[src/rtl/ifetch_unit_if.sv]
// Fetch-unit bus bundle: instruction-memory request/response, redirect input
// and the decode-side instruction handoff. Names match the original flat ports.
interface ifetch_unit_if;
  logic        redirect_i;
  logic [31:0] redirect_pc_i;
  logic        imem_req_o;
  logic [31:0] imem_addr_o;
  logic        imem_gnt_i;
  logic        imem_rvalid_i;
  logic [31:0] imem_rdata_i;
  logic        if_valid_o;
  logic [31:0] if_pc_o;
  logic [31:0] if_inst_o;
  logic        if_ready_i;
  logic        misalign_o;

  modport master (
    input  redirect_i, redirect_pc_i, imem_gnt_i, imem_rvalid_i, imem_rdata_i, if_ready_i,
    output imem_req_o, imem_addr_o, if_valid_o, if_pc_o, if_inst_o, misalign_o
  );

  modport slave (
    output redirect_i, redirect_pc_i, imem_gnt_i, imem_rvalid_i, imem_rdata_i, if_ready_i,
    input  imem_req_o, imem_addr_o, if_valid_o, if_pc_o, if_inst_o, misalign_o
  );
endinterface

[src/rtl/ifetch_unit.sv]
// Instruction fetch: credit-limited requests, in-order response queue, 2-entry
// decode FIFO, redirect with stale-response kill. Option: IFETCH_MISALIGN_CHECK_EN.
module ifetch_unit #(
  parameter logic [31:0] RESET_PC = 32'h0000_0000
) (
  input  logic         clk_i,
  input  logic         rst_ni,
  ifetch_unit_if.master bus
);

  typedef enum logic [0:0] {RUN, DRAIN} state_e;

  state_e      r_state, w_state_nxt;
  logic [1:0]  r_kill, w_kill_nxt;
  logic        r_started;
  logic [31:0] r_fpc;
  logic [1:0]  r_out;
  logic [31:0] r_ipc [2];
  logic        r_iq_wp, r_iq_rp;
  logic [31:0] r_fq_pc [2];
  logic [31:0] r_fq_inst [2];
  logic        r_f_wp, r_f_rp;
  logic [1:0]  r_cnt;
  logic        r_misalign;

  logic        w_valid, w_pop, w_req, w_gnt, w_ret, w_discard, w_push;
  logic [2:0]  w_credit;
  logic [31:0] w_redir_pc;

  assign w_redir_pc = bus.redirect_pc_i & 32'hFFFF_FFFC;

`ifdef IFETCH_MISALIGN_CHECK_EN
  always_ff @(posedge clk_i or negedge rst_ni) begin
    if (!rst_ni)             r_misalign <= 1'b0;
    else if (bus.redirect_i) r_misalign <= |bus.redirect_pc_i[1:0];
  end
`else
  assign r_misalign = 1'b0;
`endif

  always_ff @(posedge clk_i or negedge rst_ni) begin
    if (!rst_ni) begin
      r_state <= RUN;
      r_kill  <= '0;
    end else begin
      r_state <= w_state_nxt;
      r_kill  <= w_kill_nxt;
    end
  end

  // Killed responses are always the oldest outstanding ones, so a count suffices.
  always_comb begin
    w_kill_nxt = r_kill;
    if (bus.redirect_i)
      w_kill_nxt = r_out - {1'b0, w_ret};
    else if (w_ret && (r_state == DRAIN))
      w_kill_nxt = r_kill - 2'd1;
    w_state_nxt = (w_kill_nxt != '0) ? DRAIN : RUN;
  end

  // Credit counts occupancy after this cycle's pop, keeping back-to-back fetch.
  always_comb begin
    w_valid   = (r_cnt != '0);
    w_pop     = w_valid && bus.if_ready_i;
    w_credit  = {1'b0, r_cnt} + {1'b0, r_out} - {2'b00, w_pop};
    w_req     = r_started && !bus.redirect_i && !r_misalign && (w_credit < 3'd2);
    w_gnt     = w_req && bus.imem_gnt_i;
    w_ret     = bus.imem_rvalid_i && (r_out != '0);
    w_discard = bus.redirect_i || (r_state == DRAIN);
    w_push    = w_ret && !w_discard;
  end

  always_ff @(posedge clk_i or negedge rst_ni) begin
    if (!rst_ni) begin
      r_started <= 1'b0;
      r_fpc     <= RESET_PC;
      r_out     <= '0;
      r_iq_wp   <= 1'b0;
      r_iq_rp   <= 1'b0;
      r_f_wp    <= 1'b0;
      r_f_rp    <= 1'b0;
      r_cnt     <= '0;
      for (int unsigned i = 0; i < 2; i++) begin
        r_ipc[i]     <= '0;
        r_fq_pc[i]   <= '0;
        r_fq_inst[i] <= '0;
      end
    end else begin
      r_started <= 1'b1;
      if (bus.redirect_i) r_fpc <= w_redir_pc;
      else if (w_gnt)     r_fpc <= r_fpc + 32'd4;
      r_out <= r_out + {1'b0, w_gnt} - {1'b0, w_ret};
      if (w_gnt) begin
        r_ipc[r_iq_wp] <= r_fpc;
        r_iq_wp        <= ~r_iq_wp;
      end
      if (w_ret) r_iq_rp <= ~r_iq_rp;
      if (bus.redirect_i) begin
        r_cnt  <= '0;
        r_f_wp <= 1'b0;
        r_f_rp <= 1'b0;
      end else begin
        if (w_push) begin
          r_fq_pc[r_f_wp]   <= r_ipc[r_iq_rp];
          r_fq_inst[r_f_wp] <= bus.imem_rdata_i;
          r_f_wp            <= ~r_f_wp;
        end
        if (w_pop) r_f_rp <= ~r_f_rp;
        r_cnt <= r_cnt + {1'b0, w_push} - {1'b0, w_pop};
      end
    end
  end

  assign bus.imem_req_o  = w_req;
  assign bus.imem_addr_o = r_fpc;
  assign bus.if_valid_o  = w_valid;
  assign bus.if_pc_o     = r_fq_pc[r_f_rp];
  assign bus.if_inst_o   = r_fq_inst[r_f_rp];
  assign bus.misalign_o  = r_misalign;

endmodule

[src/flat_wrapper.sv]
// flat-port wrapper written by rule: the top's interface ports become plain ports
module ifetch_unit_flat 
#(
  parameter logic [31:0] RESET_PC = 32'h0000_0000
)
  (clk_i, rst_ni, bus_redirect_i, bus_redirect_pc_i, bus_imem_gnt_i, bus_imem_rvalid_i, bus_imem_rdata_i, bus_if_ready_i, bus_imem_req_o, bus_imem_addr_o, bus_if_valid_o, bus_if_pc_o, bus_if_inst_o, bus_misalign_o);
  ifetch_unit_if bus_i ();
  input  logic clk_i;
  input  logic rst_ni;
  input wire logic [$bits(bus_i.redirect_i)-1:0] bus_redirect_i;
  input wire logic [$bits(bus_i.redirect_pc_i)-1:0] bus_redirect_pc_i;
  input wire logic [$bits(bus_i.imem_gnt_i)-1:0] bus_imem_gnt_i;
  input wire logic [$bits(bus_i.imem_rvalid_i)-1:0] bus_imem_rvalid_i;
  input wire logic [$bits(bus_i.imem_rdata_i)-1:0] bus_imem_rdata_i;
  input wire logic [$bits(bus_i.if_ready_i)-1:0] bus_if_ready_i;
  output wire logic [$bits(bus_i.imem_req_o)-1:0] bus_imem_req_o;
  output wire logic [$bits(bus_i.imem_addr_o)-1:0] bus_imem_addr_o;
  output wire logic [$bits(bus_i.if_valid_o)-1:0] bus_if_valid_o;
  output wire logic [$bits(bus_i.if_pc_o)-1:0] bus_if_pc_o;
  output wire logic [$bits(bus_i.if_inst_o)-1:0] bus_if_inst_o;
  output wire logic [$bits(bus_i.misalign_o)-1:0] bus_misalign_o;
  assign bus_i.redirect_i = bus_redirect_i;
  assign bus_i.redirect_pc_i = bus_redirect_pc_i;
  assign bus_i.imem_gnt_i = bus_imem_gnt_i;
  assign bus_i.imem_rvalid_i = bus_imem_rvalid_i;
  assign bus_i.imem_rdata_i = bus_imem_rdata_i;
  assign bus_i.if_ready_i = bus_if_ready_i;
  assign bus_imem_req_o = bus_i.imem_req_o;
  assign bus_imem_addr_o = bus_i.imem_addr_o;
  assign bus_if_valid_o = bus_i.if_valid_o;
  assign bus_if_pc_o = bus_i.if_pc_o;
  assign bus_if_inst_o = bus_i.if_inst_o;
  assign bus_misalign_o = bus_i.misalign_o;
  ifetch_unit #(.RESET_PC(RESET_PC)) u_core (.clk_i(clk_i), .rst_ni(rst_ni), .bus(bus_i));
endmodule
[config.mk]
export PLATFORM = sky130hd
export DESIGN_NAME = ifetch_unit_flat
export DESIGN_NICKNAME = d
export VERILOG_FILES = /design/src/rtl/ifetch_unit_if.sv /design/src/rtl/ifetch_unit.sv /design/src/flat_wrapper.sv
export SDC_FILE = /design/constraint.sdc
export NUM_CORES = 1
export LEC_CHECK = 0
export BUFFER_PORTS_ARGS = -buffer_cell sky130_fd_sc_hd__buf_2
export CORE_ASPECT_RATIO = 1.75
export CORE_MARGIN = 2
export CORE_UTILIZATION = 45
export DETAILED_ROUTE_END_ITERATION = 7
export PLACE_DENSITY = 0.76
export SYNTH_ARGS = -nofsm -noshare
export SYNTH_HDL_FRONTEND = slang
export SYNTH_SLANG_ARGS = --single-unit
[constraint.sdc]
create_clock -name clk_i -period 6.3 [get_ports clk_i]
set_input_delay 0.315 -clock clk_i [delete_from_list [all_inputs] [get_ports clk_i]]
set_output_delay 0.315 -clock clk_i [all_outputs]
set_load 0.02 [all_outputs]
==> results of run 1 <==
path summary, 6_finish.rpt:
check / cells after the start / end / slack, ns / startpoint
min in group asynchronous: 2 / u_core.r_ipc[5] / 0.48 / rst_ni
max in group asynchronous: 3 / u_core.r_fq_inst[43] / 4.57 / rst_ni
hold reg to reg: 2 / u_core.r_fq_pc[23] / 0.47 / u_core.r_fq_pc[23]
setup reg to reg: 10 / u_core.r_ipc[2] / 2.46 / u_core.r_out[1]
setup / recovery: 10 / u_core.r_ipc[2] / 2.46 / u_core.r_out[1]
hold / removal: 3 / u_core.bus.imem_addr_o[17] / 0.03 / bus_redirect_pc_i[17]
layout make-up:
type | count | area, um2 | area share [%]
sequential | 226 | 5657 | 46.63
tap | 300 | 375.4 | 3.094
timing repair buffer | 173 | 910.9 | 7.509
inverter | 12 | 45.04 | 0.3713
clock inverter | 8 | 150.1 | 1.238
multi-input combinational | 558 | 4327 | 35.67
clock buffer | 31 | 665.6 | 5.487
kinds of logic (layout without fill, tap and decap cells):
family | count (synthesis) | after routing
muxes | 215 | 215
and+or+nand+nor | 184 | 184
AOI/OAI and AO/OA | 129 | 129
other | 2 | 6
DFF | 226 | 226
xor gates and xnor gates | 17 | 17
buffers and inverters | 69 | 224
adders and majority gates | 7 | 7
power breakdown:
| group | internal [mW] | switching (mW) |
|---|---|---|
| registers | 2.00 | 0.336 |
| logic | 0.996 | 1.16 |
| clock network | 0.901 | 0.549 |
| total | 3.90 | 2.05 |
per-stage QoR:
| stage | worst slack (ns) | cells | hold WS [ns] |
|---|---|---|---|
| final | 2.458 | 1308 | 0.02579 |
| after CTS | 2.390 | 1308 | 0.005290 |
| after global routing | 2.136 | 1308 | 0.01584 |
| after floorplan | 3.731 | 853 | 0.01941 |
| after global placement | 2.465 | 1267 | 0.4547 |
| after detailed placement | 2.413 | 1267 | 0.4643 |
cell usage after synthesis, types with 8 or more instances:
library cell  number
nand4_1           10
o311ai_0           8
inv_1             12
mux2_2           183
nand2_1           71
buf_4              9
dfrtp_1          226
a21oi_1           39
clkbuf_1          12
mux2i_1           32
nor2_1            49
buf_2             22
nand3_1           13
xnor2_1           10
o21ai_0           55
repair_timing:
item | CTS | global route
hold buffers | 2 | 0
resized for setup | 0 | 0
endpoints found under the hold margin | 84 | 0
setup endpoints to repair | 0 | 0
registers in the layout, indices dropped and copies added (netlist names):
name / cells
u_core.r_started: 1
u_core.r_f_rp: 1
u_core.r_out: 2
u_core.r_kill: 2
u_core.r_iq_rp: 1
u_core.r_ipc: 60
u_core.r_iq_wp: 1
u_core.r_f_wp: 1
u_core.r_state: 1
u_core.bus.imem_addr_o: 30
u_core.r_cnt: 2
u_core.r_fq_inst: 64
u_core.r_fq_pc: 60
layer usage:
layer	GRT usage, %	share of wire, %
met4	6.633	2.6
met2	33.25	52
met1	22.66	40
met3	2.700	4.7
met5	0	0
worst max-delay path, cell delays in order, from the launching register on:
cell	delay, ns
dfrtp_1	0.39
inv_1	0.06
ha_1	0.29
fa_1	0.57
nand4b_1	0.09
or2_1	0.21
buf_4	0.23
inv_1	0.55
nand2_1	0.61
buf_4	0.40
mux2_2	0.30
==> key figures, run 1 <==
Clock network
  – H-tree depth: 1
  – TritonCTS Buffers: 22
  – Postcts setup bufs: 0
  – CTS root buf: clkbuf_16
  – Clk sink count: 226
  – Skew-Pair Late Insertion Delay: 0.51 ns
  – CTS tree: built
  – Clock Path Buffers: 3
  – CTS clk-pin slew, worst paths: 0.06 ns

Placed design
  – Port-buffer cells: 161
  – Placer congestion estimate: 0.7729
  – Placed instance area: 0.01129 mm2
  – Dpl hpwl: 14880 um

Synth
  – Synthesized instance count: 849
  – Synth Area in XOR/XNOR: 1.440%
  – Cell area after synthesis: 0.01034 mm2
  – Mux contribution to synthesized area: 23.03%
  – Post-synth EDFFs: 0
  – Avg Cell Area, Syn: 12.18 um2
  – Ys async rst share: 100.0%
  – Compound-Gate Fraction of Synth Area: 7.260%
  – Top_reg_cell synth: dfrtp_1
  – Ys Warns: 0
  – Number of distinct library cells after synthesis: 52
  – #FFs+latches synth: 226
  – Simple-gate share of the synthesized area: 8.821%
  – Largest family of logic cells by synthesized area: multiplexers
  – Share of the synthesized area in the top cell type: 54.70%
  – Synth top area cells: dfrtp_1, mux2_2, mux2i_1
  – Post-synthesis adder-cell area fraction: 0.9197%
  – Largest area contributor in the netlist: dfrtp_1
  – Register area share after synthesis: 54.70%

Floorplanning
  – Die ar.: 0.02425 mm2
  – Row count: 73
  – Die width: 118.6 um
  – # IOs: 169
  – Starting density of the core: 45.65%
  – Core area: 0.02265 mm2
  – Chip height: 204.5 um

Critical path
  – Crit path DAT: 4.23 ns
  – CP required: 6.68 ns
  – Critical Path Sink Type: register
  – CP Class: reg -> reg
  – Critical path startpoint category: register
  – Critical path peak fanout: 29

Finish
  – Final Cell Area: 0.01213 mm2
  – Final core utilization: 53.55%
  – Area grow syn2layout: 17.32%
  – Fillers: 2002
  – Layout Nets: 1070
  – Layout cells sized above 1: 40.18%
  – Antenna cell count: 0
  – Most frequent cells in the layout: dfrtp_1, mux2_2, buf_2
  – Commonest non-fill, non-tap cell in the layout: dfrtp_1

Route
  – DR vias: 7008
  – Wire per inst: 17.08 um
  – Routed vias/inst: 5.358
  – DRT iter0 DRCs: 379
  – DRC Markers: 0
  – Pre-Repair DR Iteration Count: 4
  – WL final: 22350 um
  – Final ANT Viol Nets: 0

Timing
  – Slew margin rel.: 27.62%
  – Period utilisation layout: 60.99%
  – Worst Skew: 0.01680 ns
  – Slew at the pin with the worst max-slew slack: 1.082 ns
  – Setup TNS: 0 ns
  – Final Hold Fails: 0
  – Setup-failing EPs final: 0
  – Period minus WS final: 3.842 ns
  – Achievable Freq: 260.3 MHz
  – Max-slew violation count: 0
  – RSZ-0062 raised after global routing: no

GRT
  – GRT Overall Usage: 18.56%
  – GRT overflow: 0
  – Largest net degree at the start of global routing: 135
  – First-pass GRT wire length: 36730 um
  – Vias in the first global route: 7094
  – Initial antenna violation count: 0

Outcome
  – Status: finished clean

Pwr
  – PwrDens: 490.0 mW/mm2
  – Final Power: 5.944 mW
  – P_leak: 5.729 nW
  – Max IR drop VDD: 238.5 uV

Worst hold path
  – Worst hold path type: in -> reg

Run
  – Max_cap viols: 0
No activity file was read; power rests on OpenSTA's default activity.
==> run 2: changes to the inputs <==
Settings changed: PLACE_DENSITY 0.76 to 0.78.
Clock period 6.3 ns to 3.15 ns, I/O delays scaled along.
==> key figures, run 2 (synthesis results as in run 1) <==
Critical path
  – CP required: 3.49 ns (-3.19 ns)
  – Slowest CP cell: fa_1
  – Critical path's largest stage delay: 0.56 ns (-0.05 ns)
  – Worst-path cell chain: inv_1 > ha_1 > fa_1 > nand4b_1 > or2_1 > inv_1 > buf_4 > nand4_1 > o21ai_0 > o311ai_0
  – Crit path DAT: 3.04 ns (-1.19 ns)
  – Reg2Reg Launch Point: u_core.r_cnt[1]
  – Critical path startpoint category: register
  – Critical path peak fanout: 10 (-66%)
  – Critical Path Sink Type: register
  – Reg2reg path depth: 10 (unchanged)
  – CP Class: reg -> reg
  – Worst reg2reg endpoint: u_core.bus.imem_addr_o[16]
  – Most common cell on crit path: inv_1
  – R2R setup slack: 0.45 ns (-2.01 ns)

GRT
  – GRT overflow: 0 (unchanged)
  – First-pass GRT wire length: 38150 um (+3.9%)
  – Largest net degree at the start of global routing: 123 (-8.9%)
  – Met3 GRT Util: 2.088% (-0.61 points)
  – GRT met2 Usage: 34.59% (+1.3 points)
  – Initial antenna violation count: 0 (unchanged)
  – Vias in the first global route: 7642 (+7.7%)
  – GR met1 Demand/Resource: 23.15% (+0.48 points)
  – GRT Overall Usage: 19.17% (+0.60 points)
  – Gr busiest metal: met2

Route
  – DRC Markers: 0 (unchanged)
  – Pre-Repair DR Iteration Count: 5 (+1)
  – Final ANT Viol Nets: 0 (unchanged)
  – Wire per inst: 16.99 um (-0.52%)
  – Routed vias/inst: 5.358 (about the same)
  – DR vias: 7346 (+4.8%)
  – WL final: 23300 um (+4.3%)
  – DRT iter0 DRCs: 397 (+4.7%)

Pwr
  – PwrDens: 912.4 mW/mm2 (+86%)
  – Max IR drop VDD: 452.3 uV (+90%)
  – P_leak: 5.963 nW (+4.1%)

Floorplanning
  – # IOs: 169 (unchanged)
  – Chip height: 204.5 um (unchanged)
  – Row count: 73 (unchanged)
  – Starting density of the core: 45.65% (unchanged)
  – Die ar.: 0.02425 mm2 (unchanged)
  – Core area: 0.02265 mm2 (unchanged)
  – Die width: 118.6 um (unchanged)

Timing
  – Period minus WS final: 2.698 ns (-1.144 ns)
  – Slew at the pin with the worst max-slew slack: 0.9499 ns (-0.1318 ns)
  – Hold WS: 0.09671 ns (+0.07091 ns)
  – Setup-failing EPs final: 0 (unchanged)
  – RSZ-0062 raised after global routing: no
  – Setup TNS: 0 ns (unchanged)
  – Period utilisation layout: 85.64% (+25 points)
  – Slew margin rel.: 36.67% (+9.1 points)
  – Worst Skew: 0.01556 ns (-0.001242 ns)
  – Final setup margin: 0.4522 ns (-2.006 ns)
  – Max-slew violation count: 0 (unchanged)
  – Final Hold Fails: 0 (unchanged)
  – Achievable Freq: 370.7 MHz (+42%)

Finish
  – Final core utilization: 56.15% (+2.6 points)
  – Antenna cell count: 0 (unchanged)
  – Area grow syn2layout: 23.00%
  – Most frequent cells in the layout: dfrtp_1, mux2_2, buf_2
  – Top Registers: u_core.r_fq_inst (64), u_core.r_fq_pc (60), u_core.r_ipc (60)
  – Commonest non-fill, non-tap cell in the layout: dfrtp_1
  – Top reg by flops: u_core.r_fq_inst
  – Final Cell Area: 0.01272 mm2 (+4.8%)
  – Layout cells sized above 1: 37.63% (-2.6 points)
  – Max reg flops: 64 (unchanged)
  – Layout Nets: 1136 (+6.2%)

Worst hold path
  – Startpoint of the worst hold path: bus_if_ready_i
  – Worst hold path type: in -> reg
  – Hold Path End: u_core.r_f_rp
  – WHS Path Cells: 4 (+1)

Clock network
  – Skew-Pair Late Insertion Delay: 0.49 ns (-0.02 ns)
  – CTS clk-pin slew, worst paths: 0.07 ns (about the same)
  – H-tree depth: 1 (unchanged)
  – TritonCTS Buffers: 21 (-4.5%)
  – CTS root buf: clkbuf_16
  – Clock Path Buffers: 3 (unchanged)
  – Postcts setup bufs: 0 (unchanged)
  – Clk sink count: 226 (unchanged)
  – CTS tree: built

Placed design
  – Placed instance area: 0.01143 mm2 (+1.2%)
  – Placer congestion estimate: 0.8051 (+4.2%)
  – Port-buffer cells: 161 (unchanged)
  – Dpl hpwl: 15310 um (+2.9%)
  – Pre-CTS setup slack: 0.1923 ns (-2.220 ns)

Outcome
  – Status: finished clean

Run
  – Max_cap viols: 0 (unchanged)
## run 2: area by class of cell
cell class	instances	area [um2]
well taps	300	375.4
multi-input cells	558	4329
clock buffers	33	620.6
inverters	12	45.04
repair buffers	240	1654
clock inverters	2	37.54
fillers	1897	9933
flip-flops and latches	226	5657
## run 2: worst max path at each step
stage               slack (ns)                    endpoint  depth (start not counted)       startpoint
global route              0.22  u_core.bus.imem_addr_o[16]                         12  u_core.r_cnt[0]
finish                    0.45  u_core.bus.imem_addr_o[16]                         10  u_core.r_cnt[1]
floorplan                 0.58            u_core.r_ipc[34]                         11  u_core.r_cnt[1]
CTS                       0.15  u_core.bus.imem_addr_o[21]                          9  u_core.r_cnt[1]
detailed placement        0.19  u_core.bus.imem_addr_o[21]                          9  u_core.r_cnt[1]
global placement          0.28   u_core.bus.imem_addr_o[7]                          9  u_core.r_cnt[1]
## run 2: power by group
part           switching, mW  internal (mW)
clock                   1.03           1.43
sequential             0.765           4.00
combinational           2.30           2.08
## run 2: critical path: cells and delay by family, from the launching register on
kind / cells / cell delay [ns]
adder cells (fa/ha/maj): 2 / 0.88
buffers and inverters: 3 / 0.43
AND/OR/NAND/NOR: 3 / 0.52
AO/OA/AOI/OAI: 2 / 0.34
flip-flops: 1 / 0.37
## run 2: metal layers
layer	wire, um	vias up
met3	1051	53
met4	850	0
li1	-	3423
met1	9190	3648
met5	0	-
met2	12210	222
## run 2: per-stage QoR
step / total power [mW] / cells
floorplan: 7.766 / 853
global placement: 8.974 / 1273
detailed placement: 9.141 / 1273
CTS: 11.71 / 1371
global route: 12.31 / 1371
finish: 11.60 / 1371
## run 2: timing repair
action	in CTS	in global routing
endpoints found under the setup margin	0	8
hold endpoints to repair	212	0
resized for setup	0	1
hold buffers	63	0
==> run 3: changes to the inputs <==
Settings changed: HOLD_SLACK_MARGIN from default to 0.1.
==> key figures, run 3 (synthesis results as in run 1) <==
Pwr
  – Sw frac: 35.31% (about the same)
  – Clock share of power: 21.1% (about the same)
  – Max IR drop VDD: 453.4 uV (+0.24%)
  – Combinational share of power: 37.8% (about the same)
  – PwrDens: 912.1 mW/mm2 (about the same)
  – Net Switching: 4.100 mW (+0.12%)
  – P_leak: 5.967 nW (about the same)
  – Register share of total power: 41.1% (about the same)
  – P_int: 7.510 mW (about the same)

GRT
  – Initial antenna violation count: 0 (unchanged)
  – Vias in the first global route: 7663 (+0.27%)
  – First-pass GRT wire length: 38190 um (+0.11%)
  – Largest net degree at the start of global routing: 123 (unchanged)
  – GRT Overall Usage: 19.19% (about the same)
  – GRT overflow: 0 (unchanged)

Route
  – Wire per inst: 17.00 um (about the same)
  – DR vias: 7334 (-0.16%)
  – Final ANT Viol Nets: 0 (unchanged)
  – DRC Markers: 0 (unchanged)
  – DRT iter0 DRCs: 380 (-4.3%)
  – Pre-Repair DR Iteration Count: 4 (-1)
  – WL final: 23320 um (about the same)
  – Routed vias/inst: 5.345 (-0.24%)

Placed design
  – Placed insts: 1273 (unchanged)
  – Pre-CTS setup slack: 0.1923 ns (unchanged)
  – Placed instance area: 0.01143 mm2 (unchanged)
  – Port-buffer cells: 161 (unchanged)
  – Placer congestion estimate: 0.8051 (unchanged)
  – Dpl hpwl: 15310 um (unchanged)

Critical path
  – Critical path peak fanout: 10 (unchanged)
  – CP Class: reg -> reg
  – Slowest CP cell: fa_1
  – WP buf/inv: 3 (unchanged)
  – Critical Path Sink Type: register
  – CP required: 3.49 ns (about the same)
  – Crit path DAT: 3.04 ns (about the same)
  – Worst path top cell family by delay: adder cells
  – Worst-path cell chain: inv_1 > ha_1 > fa_1 > nand4b_1 > or2_1 > inv_1 > buf_4 > nand4_1 > o21ai_0 > o311ai_0
  – Critical path's largest stage delay: 0.56 ns (about the same)
  – Reg2reg path depth: 10 (unchanged)
  – Stages on worst setup path: 10 (unchanged)
  – Most common cell on crit path: inv_1
  – Critical path startpoint category: register

Floorplanning
  – Starting density of the core: 45.65% (unchanged)
  – Chip height: 204.5 um (unchanged)
  – Die ar.: 0.02425 mm2 (unchanged)
  – Die width: 118.6 um (unchanged)
  – Row count: 73 (unchanged)
  – Core area: 0.02265 mm2 (unchanged)
  – # IOs: 169 (unchanged)

Clock network
  – CTS tree: built
  – Clk sink count: 226 (unchanged)
  – CTS clk-pin slew, worst paths: 0.07 ns (about the same)
  – Clock Path Buffers: 3 (unchanged)
  – TritonCTS Buffers: 21 (unchanged)
  – Skew-Pair Late Insertion Delay: 0.49 ns (about the same)
  – CTS root buf: clkbuf_16
  – H-tree depth: 1 (unchanged)
  – Postcts setup bufs: 0 (unchanged)

Timing
  – Setup-failing EPs final: 0 (unchanged)
  – Slew margin rel.: 37.23% (+0.56 points)
  – Max-slew violation count: 0 (unchanged)
  – Final Hold Fails: 0 (unchanged)
  – Final setup margin: 0.4552 ns (+0.003000 ns)
  – Hold WS: 0.1339 ns (+0.03724 ns)
  – Worst Skew: 0.01697 ns (+0.001415 ns)
  – Setup TNS: 0 ns (unchanged)
  – Period minus WS final: 2.695 ns (-0.003000 ns)
  – Period utilisation layout: 85.55% (-0.095 points)
  – Achievable Freq: 371.1 MHz (+0.11%)
  – RSZ-0062 raised after global routing: no
  – Slew at the pin with the worst max-slew slack: 0.9415 ns (-0.008401 ns)

Finish
  – Most frequent cells in the layout: dfrtp_1, mux2_2, buf_2
  – Final Cell Area: 0.01273 mm2 (about the same)
  – Commonest non-fill, non-tap cell in the layout: dfrtp_1
  – Layout cells sized above 1: 37.59% (about the same)
  – Top Registers: u_core.r_fq_inst (64), u_core.r_fq_pc (60), u_core.r_ipc (60)
  – Antenna cell count: 0 (unchanged)
  – Layout Nets: 1137 (+0.088%)
  – Area grow syn2layout: 23.10% (about the same)
  – Top reg by flops: u_core.r_fq_inst
  – Max reg flops: 64 (unchanged)
  – Post-route non-filler standard cell count: 1372 (+0.073%)

Worst hold path
  – WHS Path Cells: 3 (-1)
  – Worst hold path type: in -> reg

Run
  – Max_cap viols: 0 (unchanged)

Outcome
  – Status: finished clean
[run 3: layout make-up]
cell class                      count  area, um2
Fill cell                        1893       9923
Sequential cell                   226       5657
Multi-Input combinational cell    558       4329
Timing Repair Buffer              241       1664
Clock buffer                       33      620.6
Tap cell                          300      375.4
Inverter                           12      45.04
Clock inverter                      2      37.54
[run 3: metal layers]
metal  part of all wire, %  vias up  wire length (um)  global-route usage [%]
met5                     0        -                 0                       0
met1                    40     3654              9317                   23.15
li1                      -     3429                 -                       -
met2                    53      201             12270                   34.65
met3                   4.0       50               934                   2.088
met4                   3.4        0               801                   7.993
[run 3: final timing paths]
kind                                    start                          to  slack, ns
max                           u_core.r_cnt[1]  u_core.bus.imem_addr_o[16]       0.46
min                         bus_imem_rvalid_i              u_core.r_iq_rp       0.13
max reg2reg                   u_core.r_cnt[1]  u_core.bus.imem_addr_o[16]       0.46
min reg2reg                u_core.r_fq_pc[25]          u_core.r_fq_pc[25]       0.47
max in group asynchronous              rst_ni             u_core.r_ipc[4]       2.02
min in group asynchronous              rst_ni            u_core.r_ipc[37]       0.33
[run 3: worst min-delay path: stages]
cell and delay (ns):
buf_2 0.08, o21ai_1 0.17, xnor2_1 0.17
[run 3: stage by stage]
stage	util, %	power (mW)
floorplan	-	7.766
global placement	50.45	8.974
detailed placement	50.45	9.141
CTS	56.18	11.71
global route	56.19	12.31
finish	56.19	11.61
[run 3: power by group through the flow]
| stage | combinational, mW | clock (mW) | sequential [mW] |
|---|---|---|---|
| floorplan | 3.19 | 0 | 4.57 |
| global placement | 4.25 | 0 | 4.72 |
| detailed placement | 4.34 | 0 | 4.80 |
| CTS | 4.43 | 2.52 | 4.76 |
| global route | 4.76 | 2.64 | 4.91 |
| finish | 4.39 | 2.45 | 4.77 |
[run 3: repair_timing]
action	in CTS	in global routing
hold endpoints to repair	213	0
hold buffers	64	0
endpoints found under the setup margin	0	8
resized for setup	0	1
